--- src/rtl/irq_servicer.sv ---
// Interrupt servicer: programs the enable mask, reads the pending register on irq,
// presents the lowest pending vector and acknowledges it once the consumer takes it.
module irq_servicer #(
  parameter int INTR_WIDTH = 8,
  parameter int ADDR_WIDTH = 5,
  parameter int DATA_WIDTH = 32,
  parameter int TIMEOUT    = 15,
  localparam int IdW       = (INTR_WIDTH > 1) ? $clog2(INTR_WIDTH) : 1
) (
  input  logic                  clk,
  input  logic                  reset,
  input  logic                  irq,
  input  logic [INTR_WIDTH-1:0] cfg_enable,
  input  logic                  cfg_load,
  output logic                  bus_read,
  output logic                  bus_write,
  output logic [ADDR_WIDTH-1:0] bus_address,
  output logic [DATA_WIDTH-1:0] bus_write_data,
  input  logic [DATA_WIDTH-1:0] bus_read_data,
  input  logic                  bus_access_complete,
  output logic                  vec_valid,
  output logic [IdW-1:0]        vec_id,
  input  logic                  vec_ready,
  output logic                  spurious,
  output logic                  bus_error,
  output logic [2:0]            dbg_state
);

  localparam int CntW = $clog2(TIMEOUT + 1);
  localparam logic [ADDR_WIDTH-1:0] AddrEnable  = ADDR_WIDTH'(0);
  localparam logic [ADDR_WIDTH-1:0] AddrAck     = ADDR_WIDTH'(4);
  localparam logic [ADDR_WIDTH-1:0] AddrPending = ADDR_WIDTH'(8);

  typedef enum logic [2:0] {
    S_IDLE, S_WR_EN, S_WAIT_IRQ, S_RD_PEND, S_DISPATCH, S_WR_ACK, S_ERROR
  } state_e;

  state_e                state_q, state_d;
  logic [INTR_WIDTH-1:0] shadow_q, shadow_d;
  logic                  load_q, load_d;
  logic [DATA_WIDTH-1:0] wdata_q, wdata_d;
  logic [CntW-1:0]       cnt_q, cnt_d;
  logic                  vec_valid_q, vec_valid_d;
  logic [IdW-1:0]        vec_id_q, vec_id_d;
  logic                  spurious_q, spurious_d;
  logic                  bus_error_q, bus_error_d;

  logic                  in_access;
  logic [INTR_WIDTH-1:0] pend_field;
  logic [IdW-1:0]        pend_sel;
  logic                  unused_rdata;

  assign pend_field   = bus_read_data[INTR_WIDTH-1:0];
  assign unused_rdata = ^bus_read_data;
  assign in_access    = (state_q == S_WR_EN) || (state_q == S_RD_PEND) || (state_q == S_WR_ACK);

  // Strobes and address decode straight from state so they are stable for the whole access.
  assign bus_read       = (state_q == S_RD_PEND);
  assign bus_write      = (state_q == S_WR_EN) || (state_q == S_WR_ACK);
  assign bus_write_data = wdata_q;
  assign vec_valid      = vec_valid_q;
  assign vec_id         = vec_id_q;
  assign spurious       = spurious_q;
  assign bus_error      = bus_error_q;
  assign dbg_state      = state_q;

  always_comb begin
    bus_address = '0;
    case (state_q)
      S_WR_EN:   bus_address = AddrEnable;
      S_RD_PEND: bus_address = AddrPending;
      S_WR_ACK:  bus_address = AddrAck;
      default:   bus_address = '0;
    endcase
  end

  always_comb begin
    pend_sel = '0;
    for (int i = INTR_WIDTH - 1; i >= 0; i--) begin
      if (pend_field[i]) pend_sel = IdW'(i);
    end
  end

  // Vector handshake: vec_valid/vec_id hold until a cycle with vec_valid & vec_ready.
  always_comb begin
    state_d     = state_q;
    shadow_d    = cfg_load ? cfg_enable : shadow_q;
    load_d      = load_q | cfg_load;
    wdata_d     = wdata_q;
    cnt_d       = cnt_q;
    vec_valid_d = vec_valid_q;
    vec_id_d    = vec_id_q;
    spurious_d  = 1'b0;
    bus_error_d = bus_error_q;

    case (state_q)
      S_IDLE: begin
        state_d = S_WR_EN;
        wdata_d = DATA_WIDTH'(shadow_d);
        cnt_d   = '0;
      end
      S_WR_EN: begin
        if (bus_access_complete) begin
          state_d = S_WAIT_IRQ;
          load_d  = cfg_load;
          wdata_d = '0;
        end
      end
      S_WAIT_IRQ: begin
        cnt_d = '0;
        if (load_q || cfg_load) begin
          state_d = S_WR_EN;
          wdata_d = DATA_WIDTH'(shadow_d);
        end else if (irq) begin
          state_d = S_RD_PEND;
        end
      end
      S_RD_PEND: begin
        if (bus_access_complete) begin
          if (pend_field == '0) begin
            spurious_d = 1'b1;
            state_d    = S_WAIT_IRQ;
          end else begin
            vec_valid_d = 1'b1;
            vec_id_d    = pend_sel;
            state_d     = S_DISPATCH;
          end
        end
      end
      S_DISPATCH: begin
        cnt_d = '0;
        if (vec_ready) begin
          vec_valid_d = 1'b0;
          wdata_d     = DATA_WIDTH'(1) << vec_id_q;
          state_d     = S_WR_ACK;
        end
      end
      S_WR_ACK: begin
        if (bus_access_complete) begin
          state_d = S_WAIT_IRQ;
          wdata_d = '0;
        end
      end
      default: begin
        state_d = S_ERROR;
      end
    endcase

    // A completion always wins over a timeout landing in the same cycle.
    if (in_access) begin
      if (bus_access_complete) begin
        cnt_d = '0;
      end else if (cnt_q == CntW'(TIMEOUT - 1)) begin
        cnt_d       = '0;
        wdata_d     = '0;
        bus_error_d = 1'b1;
        state_d     = S_ERROR;
      end else begin
        cnt_d = cnt_q + CntW'(1);
      end
    end
  end

  always_ff @(posedge clk or negedge reset) begin
    if (!reset) begin
      state_q     <= S_IDLE;
      shadow_q    <= '0;
      load_q      <= 1'b0;
      wdata_q     <= '0;
      cnt_q       <= '0;
      vec_valid_q <= 1'b0;
      vec_id_q    <= '0;
      spurious_q  <= 1'b0;
      bus_error_q <= 1'b0;
    end else begin
      state_q     <= state_d;
      shadow_q    <= shadow_d;
      load_q      <= load_d;
      wdata_q     <= wdata_d;
      cnt_q       <= cnt_d;
      vec_valid_q <= vec_valid_d;
      vec_id_q    <= vec_id_d;
      spurious_q  <= spurious_d;
      bus_error_q <= bus_error_d;
    end
  end

endmodule

--- config.mk ---
export PLATFORM = sky130hd
export DESIGN_NAME = irq_servicer
export DESIGN_NICKNAME = d
export VERILOG_FILES = /design/src/rtl/irq_servicer.sv
export SDC_FILE = /design/constraint.sdc
export NUM_CORES = 1
export LEC_CHECK = 0
export ABC_AREA = 1
export CORE_MARGIN = 2
export CORE_UTILIZATION = 40
export DETAILED_ROUTE_END_ITERATION = 10
export DONT_BUFFER_PORTS = 1
export GPL_ROUTABILITY_DRIVEN = 0
export PLACE_DENSITY_LB_ADDON = 0.25
export SYNTH_ARGS = -nofsm -noshare
export SYNTH_HDL_FRONTEND = slang
export SYNTH_SLANG_ARGS = --single-unit
--- constraint.sdc ---
create_clock -name clk -period 1.91 [get_ports clk]
set_clock_uncertainty 0.2 [all_clocks]
set_input_delay 0.4775 -clock clk [delete_from_list [all_inputs] [get_ports clk]]
set_output_delay 0.4775 -clock clk [all_outputs]
set_load 0.1 [all_outputs]
* Yosys cells after proc, flatten, opt, wreduce, memory -nomap -nowiden *
Cells that the tools add are included.

storage, ports and cells
  output and inout bits = 48
  input bits = 46
  logic and storage cells = 76
  register bits after elaboration = 54

cells by class
  reduce and logical (&&, ||, !) cells = 13
  equal/unequal tests = 9
  shift-type cells = 1
  bitwise logic cells = 3
  muxes and demuxes = 40
  $add $sub $neg = 1

operator list
  cell                                                                    number
  32-bit 2-to-1 mux                                                       6
  32-bit one-hot mux with 4 select lines                                  1
  3-bit 2-to-1 mux                                                        17
  1-bit by 3-bit left shift with 32-bit output (first input constant)     1
  4-bit 2-to-1 mux                                                        4
  3-bit one-hot mux with 5 select lines                                   1
  8-bit zero test                                                         1
  1-bit 2-to-1 mux                                                        8
  8-bit 2-to-1 mux                                                        1
  4-bit one-hot mux with 2 select lines                                   1
  3-bit by 2-bit equality test with 1-bit output (second input constant)  2
  3-bit equality test (second input constant)                             2
  3-bit AND reduction                                                     2
  4-bit by 1-bit adder with 4-bit output (second input constant)          1
  4-bit equality test (second input constant)                             1
  1-bit logical OR                                                        4
  2-bit != test (second input constant)                                   2
  4-bit AND reduction                                                     1
  2-bit nonzero test                                                      2
  3-bit by 1-bit equality test with 1-bit output (second input constant)  1
  3-bit zero test                                                         1
  3-bit OR reduction                                                      1
  2-bit by 1-bit != test with 1-bit output (second input constant)        1
  1-bit NOT                                                               2
  other kinds (3)                                                         3

* Logic depth before layout (Yosys ltp) *
Gate-level depths: netlist of run 1.

  word-level depth = 8
  gate-level depth with buffers = 8
  mapped depth without buffers = 8

* Least setup slack after synthesis of run 1 *
No wires, ideal clock.

  kind = register -> output
  from = reg state_q[0] (netlist: dbg_state[0])
  to = out bus_address[2]
  required time = 1.232 ns
  arrival time = 2.552 ns
  stages on the path, launching flop included = 3
  setup slack = -1.319 ns
  cell sequence = dfrtp_1 > nand2_1 > nor2_1

on the way
  word-level cells in the longest chain between the ends = 2

RTL lines
  item                                                                                   line  text
  from (decl)                                                                            38    state_e state_q, state_d;
  from (signal assigned)                                                                 176   state_q <= state_d;
  3-bit equality test or 3-bit by 2-bit equality test with 1-bit output (tied branches)  69    case (state_q)
  4-bit one-hot mux with 2 select lines *                                                69
  to (decl)                                                                              17    output logic [ADDR_WIDTH-1:0] bus_address,

Every way passes the cells marked *; elsewhere a longest branch is shown, timed or not.

* Final worst setup path of run 1 *
  from = reg state_q[1] (netlist: dbg_state[1])
  to = out bus_address[2]

Same word-level chain as after synthesis.

==> out/qor.txt, run 1 <==
clk_lat worst skew: 0.31 ns
Die X: 83.1 um
Startpoint Class: register
relative slew slack: 66.6%
CP arrival: 1.29 ns
Worst Path Max Fanout: 4
H-tree levels: 2
share of layout cells above drive strength 1: 31.0%
Power Total: 5110 uW
maxcap violations: 0
post-synthesis cell type count: 27
commonest non-fill, non-tap cell in the layout: nand2_1
FF+latch count, synth: 54
top cells by area, synth: dfrtp_1 54%, nand2_1 8.9%, nor2_1 8.6%
status: finished, violations left
Non-Filler Instances: 420
setup ws final: -0.0559 ns
critical path's slowest cell: dfrtp_4
die area: 0.00690 sq mm
Placed Cells incl. Taps: 400
cells after synthesis: 289
Post-DRT Antenna Nets: 0
I/O pins: 94
Worst Tran Pin Value: 0.501 ns
Site Rows: 28
Worst Hold Class: input port to asynchronous set/reset pin
Yosys top cell by area: dfrtp_1
Post-synth ARST share: 100%
Ys Warns: 0
most frequent cells in the layout: 58 x nand2_1, 56 x nor2_1, 50 x dfrtp_1
final hold viol count: 54
clock buffer count from CTS: 5
Final Routed Wirelength: 5580 um
failing checks: negative hold slack, negative setup slack
First-pass DRT Iterations: 4
clock power share: 13.2%
sw power: 2740 uW
CP cell instances: inv_4, nand2_4, nor2_4, buf_12
total negative slack: -0.150 ns
Min Hold Slack: -0.357 ns
Detail Placement HPWL: 3590 um
RSZ-0062 raised after global routing: true
Post-route DRC: 0
Peak supply drop: 0.00162 V
Buf/Inv on CP: 2
first-pass GRT wire length: 9000 um
number of synthesized flops with an enable pin: 0
Combinational Power Share: 58.0%
slowest stage delay, CP: 0.53 ns
synthesized area per cell: 8.65 sq um
Switching Fraction: 53.6%
CTS Sinks: 54
antenna diode count: 0
leakage: 0.00165 uW
pin count of the biggest net entering global routing: 55
Final Max Tran Viols: 0
Worst Setup Path Type: register to output port
vias in the first global route: 1971
Internal: 2370 uW
sequential area share after synthesis: 54.1%
DP Worst Slack: 0.117 ns
Area Growth Syn to Fin: 27.7%
crit end category: output port
CTS tree: yes
clock-pin slew on the worst setup and hold paths: 0.10 ns
initial antenna violation count: 0
post-route cell area: 0.00319 sq mm
Power Dens Cells: 1600 mW/mm^2
initial core utilization: 41.7%
1st-iter DRT viols: 80
critical path required time: 1.23 ns
delay-heaviest family, CP: flip-flops
sequential cell fraction of total power: 28.9%
IO buf count: 0
WL/cell: 13.3 um
Final period util: 103%
Final setup viols: 4
Max Fclk: 509 MHz
Overflow after GRT: 0
cell area after synthesis: 0.00250 sq mm
final net count: 392
Core Area: 0.00599 sq mm
Placed Area: 0.00294 sq mm
vias post-DR: 1952
Die H: 83.1 um
Synth top area share: 54.1%
Clock Tree Buf Depth: 2
Post-synth top flop: dfrtp_1
drt via density: 4.65
GR Util All Layers: 16.0%
min cycle time layout: 1.97 ns
clk root buf: clkbuf_8
cell usage after synthesis, types with 2 or more instances:
cell type  count
buf_6          5
nand2_2        8
a21oi_1        8
nand3_1       10
ha_1           2
nand4_1        3
dfrtp_1       54
a21oi_2        6
nor2_2         6
buf_2          2
nand2_1       59
inv_1         37
o21ai_0       16
buf_4          4
nor2_1        57
timing repair:
| item | CTS | global route |
|---|---|---|
| pin swaps | 2 | 3 |
| endpoints found under the hold margin | 54 | 54 |
| cloned | 0 | 3 |
| gates resized for setup | 3 | 8 |
| setup buffers | 8 | 1 |
| endpoints found under the setup margin | 5 | 38 |
logic make-up (layout without fill, tap and decap cells):
family | Yosys count | after routing | synth area share, %
adder cells (fa/ha/maj) | 2 | 2 | 1.00
XOR/XNOR | 2 | 2 | 0.701
flip-flops | 54 | 54 | 54.1
AND/OR/NAND/NOR | 149 | 152 | 26.5
other | 1 | 3 | 0.150
AO/OA/AOI/OAI | 31 | 31 | 7.26
buffers and inverters | 50 | 101 | 10.4
power by group through the flow:
stage	sequential (uW)	combinational (uW)	clock, uW
global placement	1530	2600	0
CTS	1470	2790	690
floorplan	2560	1160	0
detailed placement	1540	2620	0
finish	1470	2960	673
global route	1500	3140	725
worst register-to-register path, cell delays in order (launching register included):
cell     delay (ns)
dfrtp_4        0.54
buf_4          0.18
nor2_2         0.16
nand3_2        0.27
nand3_4        0.24
nand2_1        0.07
a21oi_1        0.15
sequential cells by signal, indices dropped and copies added, names as in the netlist:
| register | cells |
|---|---|
| bus_write_data | 32 |
| shadow_q | 8 |
| cnt_q | 4 |
| dbg_state | 3 |
| vec_id | 3 |
| bus_error | 1 |
| load_q | 1 |
| spurious | 1 |
| vec_valid | 1 |
per-layer routing:
metal  global-route usage (%)  part of all wire [%]  vias up
met3                     2.78                   3.8        6
met2                     27.3                    50       48
li1                         -                     -      992
met1                     19.8                    45      906
met4                     7.15                   1.6        0
met5                        0                     0        -
per-stage QoR:
step                      hold WS [ns]  utilization (%)
after detailed placement       -0.0172             49.1
after floorplan                -0.0181                -
after global placement         -0.0171             49.1
final                           -0.357             53.3
after CTS                       -0.369             51.9
after global routing            -0.385             53.3
path summary, 6_finish.rpt:
check | from | slack, ns | end | cells after the start
setup / recovery | dbg_state[1]$_DFF_PN0_ | -0.06 | bus_address[2] | 4
hold / removal | reset | -0.36 | vec_valid$_DFFE_PN0P_ | 0
setup reg to reg | dbg_state[0]$_DFF_PN0_ | 0.04 | bus_write_data[1]$_DFF_PN0_ | 6
hold reg to reg | shadow_q[4]$_DFF_PN0_ | 0.31 | shadow_q[4]$_DFF_PN0_ | 2
max in group asynchronous | reset | 1.74 | dbg_state[2]$_DFF_PN0_ | 0
min in group clk | bus_read_data[0] | 0.10 | vec_id[0]$_DFFE_PN0P_ | 3
area by class of cell:
type	count	area [sq um]
clock buffers	5	68.8
well taps	75	93.8
flip-flops and latches	54	1360
multi-input cells	190	998
fillers	576	2800
clock inverters	3	25.0
inverters	38	159
repair buffers	55	483
Power figures use the tool's default switching activity.
==> run 2: changes to the inputs <==
--- a/config.mk
+++ b/config.mk
@@ -6,8 +6,9 @@
 export NUM_CORES = 1
 export LEC_CHECK = 0
 export ABC_AREA = 1
+export CORE_ASPECT_RATIO = 1.25
 export CORE_MARGIN = 2
-export CORE_UTILIZATION = 40
+export CORE_UTILIZATION = 50
 export DETAILED_ROUTE_END_ITERATION = 10
 export DONT_BUFFER_PORTS = 1
 export GPL_ROUTABILITY_DRIVEN = 0
==> out/qor.txt, run 2 (same netlist as run 1, synthesis figures left out) <==
Detail Placement HPWL: 3580 um (was 3590 um)
most frequent cells in the layout: 58 x nand2_1, 56 x nor2_1, 50 x dfrtp_1 (unchanged)
pin count of the biggest net entering global routing: 55 (unchanged)
drt via density: 4.72 (was 4.65)
reg-to-reg slack, setup: 0.12 ns (was 0.04 ns)
leakage: 0.00162 uW (was 0.00165 uW)
number of fill cells: 426 (was 576)
crit end category: output port (unchanged)
Placed Area: 0.00294 sq mm (about the same)
die area: 0.00559 sq mm (was 0.00690 sq mm)
Power Total: 4930 uW (was 5110 uW)
Site Rows: 28 (unchanged)
clk root buf: clkbuf_8 (unchanged)
First-pass DRT Iterations: 4 (unchanged)
Final Routed Wirelength: 4910 um (was 5580 um)
1st-iter DRT viols: 76 (was 80)
register area: 0.00136 sq mm (unchanged)
max reg flops: 32 (unchanged)
H-tree levels: 2 (unchanged)
delay-heaviest family, CP: flip-flops (unchanged)
share of layout cells above drive strength 1: 30.1% (was 31.0%)
Buf/Inv on CP: 2 (unchanged)
busiest grt layer: met2 (unchanged)
setup ws final: -0.0182 ns (was -0.0559 ns)
final hold viol count: 54 (unchanged)
Final Max Tran Viols: 0 (unchanged)
maxcap violations: 0 (unchanged)
I/O pins: 94 (unchanged)
total negative slack: -0.0510 ns (was -0.150 ns)
vias in the first global route: 1897 (was 1971)
Startpoint Class: register (unchanged)
antenna diode count: 0 (unchanged)
Overflow after GRT: 0 (unchanged)
Die X: 67.2 um (was 83.1 um)
Final period util: 101% (was 103%)
initial antenna violation count: 0 (unchanged)
Worst Hold Class: input port to asynchronous set/reset pin (unchanged)
Worst Setup Path Type: register to output port (unchanged)
commonest non-fill, non-tap cell in the layout: nand2_1 (unchanged)
Area Growth Syn to Fin: 24.3% (was 27.7%)
Non-Filler Instances: 402 (was 420)
final core utilization: 65.2% (was 53.3%)
vias post-DR: 1896 (was 1952)
RSZ-0062 raised after global routing: true (unchanged)
CTS tree: yes (unchanged)
Peak supply drop: 0.00130 V (was 0.00162 V)
critical path's slowest cell: dfrtp_4 (unchanged)
post-route cell area: 0.00311 sq mm (was 0.00319 sq mm)
clock-pin slew on the worst setup and hold paths: 0.11 ns (was 0.10 ns)
GR Layer Usage met2: 33.3% (was 27.3%)
min cycle time layout: 1.93 ns (was 1.97 ns)
Final setup viols: 4 (unchanged)
CP cell instances: inv_4, nand2_4, nor2_4, buf_12 (unchanged)
Core Area: 0.00476 sq mm (was 0.00599 sq mm)
CTS Sinks: 54 (unchanged)
first-pass GRT wire length: 8460 um (was 9000 um)
WL/cell: 12.2 um (was 13.3 um)
clock buffer count from CTS: 5 (unchanged)
critical path required time: 1.23 ns (about the same)
Power Dens Cells: 1590 mW/mm^2 (was 1600 mW/mm^2)
met3 GRT Util: 4.88% (was 2.78%)
status: finished, violations left (unchanged)
initial core utilization: 52.5% (was 41.7%)
area occupied by multi-input gates: 928 sq um (was 998 sq um)
met1 Track Usage GR: 24.3% (was 19.8%)
Placed Cells incl. Taps: 387 (was 400)
CP arrival: 1.25 ns (was 1.29 ns)
failing checks: negative hold slack, negative setup slack (unchanged)
Min Hold Slack: -0.350 ns (was -0.357 ns)
Worst Path Max Fanout: 5 (was 4)
clk_lat worst skew: 0.31 ns (about the same)
IO buf count: 0 (unchanged)
final net count: 389 (was 392)
GR Util All Layers: 19.5% (was 16.0%)
Clock Tree Buf Depth: 2 (unchanged)
Post-route DRC: 0 (unchanged)
Max Fclk: 519 MHz (was 509 MHz)
Post-DRT Antenna Nets: 0 (unchanged)
Die H: 83.1 um (unchanged)
slowest stage delay, CP: 0.53 ns (about the same)
## run 2: final timing paths
kind / startpoint / end / cells past startpoint
max: dbg_state[1]$_DFF_PN0_ / bus_address[2] / 4
min: reset / bus_write_data[9]$_DFF_PN0_ / 0
max reg2reg: dbg_state[0]$_DFF_PN0_ / bus_write_data[3]$_DFF_PN0_ / 7
min reg2reg: shadow_q[3]$_DFF_PN0_ / shadow_q[3]$_DFF_PN0_ / 2
max in group asynchronous: reset / dbg_state[1]$_DFF_PN0_ / 0
min in group clk: bus_read_data[0] / vec_id[0]$_DFFE_PN0P_ / 3
## run 2: layout make-up
| type | instances | area share, % |
|---|---|---|
| Timing Repair Buffer | 55 | 15.7 |
| Inverter | 38 | 5.11 |
| Clock inverter | 3 | 0.805 |
| Clock buffer | 5 | 2.22 |
| Tap cell | 60 | 2.42 |
| Sequential cell | 54 | 43.9 |
| Multi-Input combinational cell | 187 | 29.9 |
## run 2: what timing repair did
item / 4_1_cts / 5_1_grt
pin swaps: 2 / 0
setup buffers: 6 / 1
resized for setup: 4 / 2
endpoints found under the hold margin: 54 / 54
endpoints found under the setup margin: 5 / 6
## run 2: layer usage
metal  share of wire (%)  vias to the layer above
met5                   0                        -
met4                 1.1                        0
met3                 5.5                        4
met2                  51                       40
met1                  42                      875
li1                    -                      977
## run 2: stage by stage
step | hold slack, ns | setup slack [ns]
2_1_floorplan | -0.0181 | -0.193
3_3_place_gp | -0.0172 | 0.155
3_5_place_dp | -0.0172 | 0.150
4_1_cts | -0.356 | -0.0320
5_1_grt | -0.375 | -0.0649
6_report | -0.350 | -0.0182
## run 2: power by group
group	internal, uW	switching [uW]
sequential	1340	149
combinational	722	2070
clock	265	379
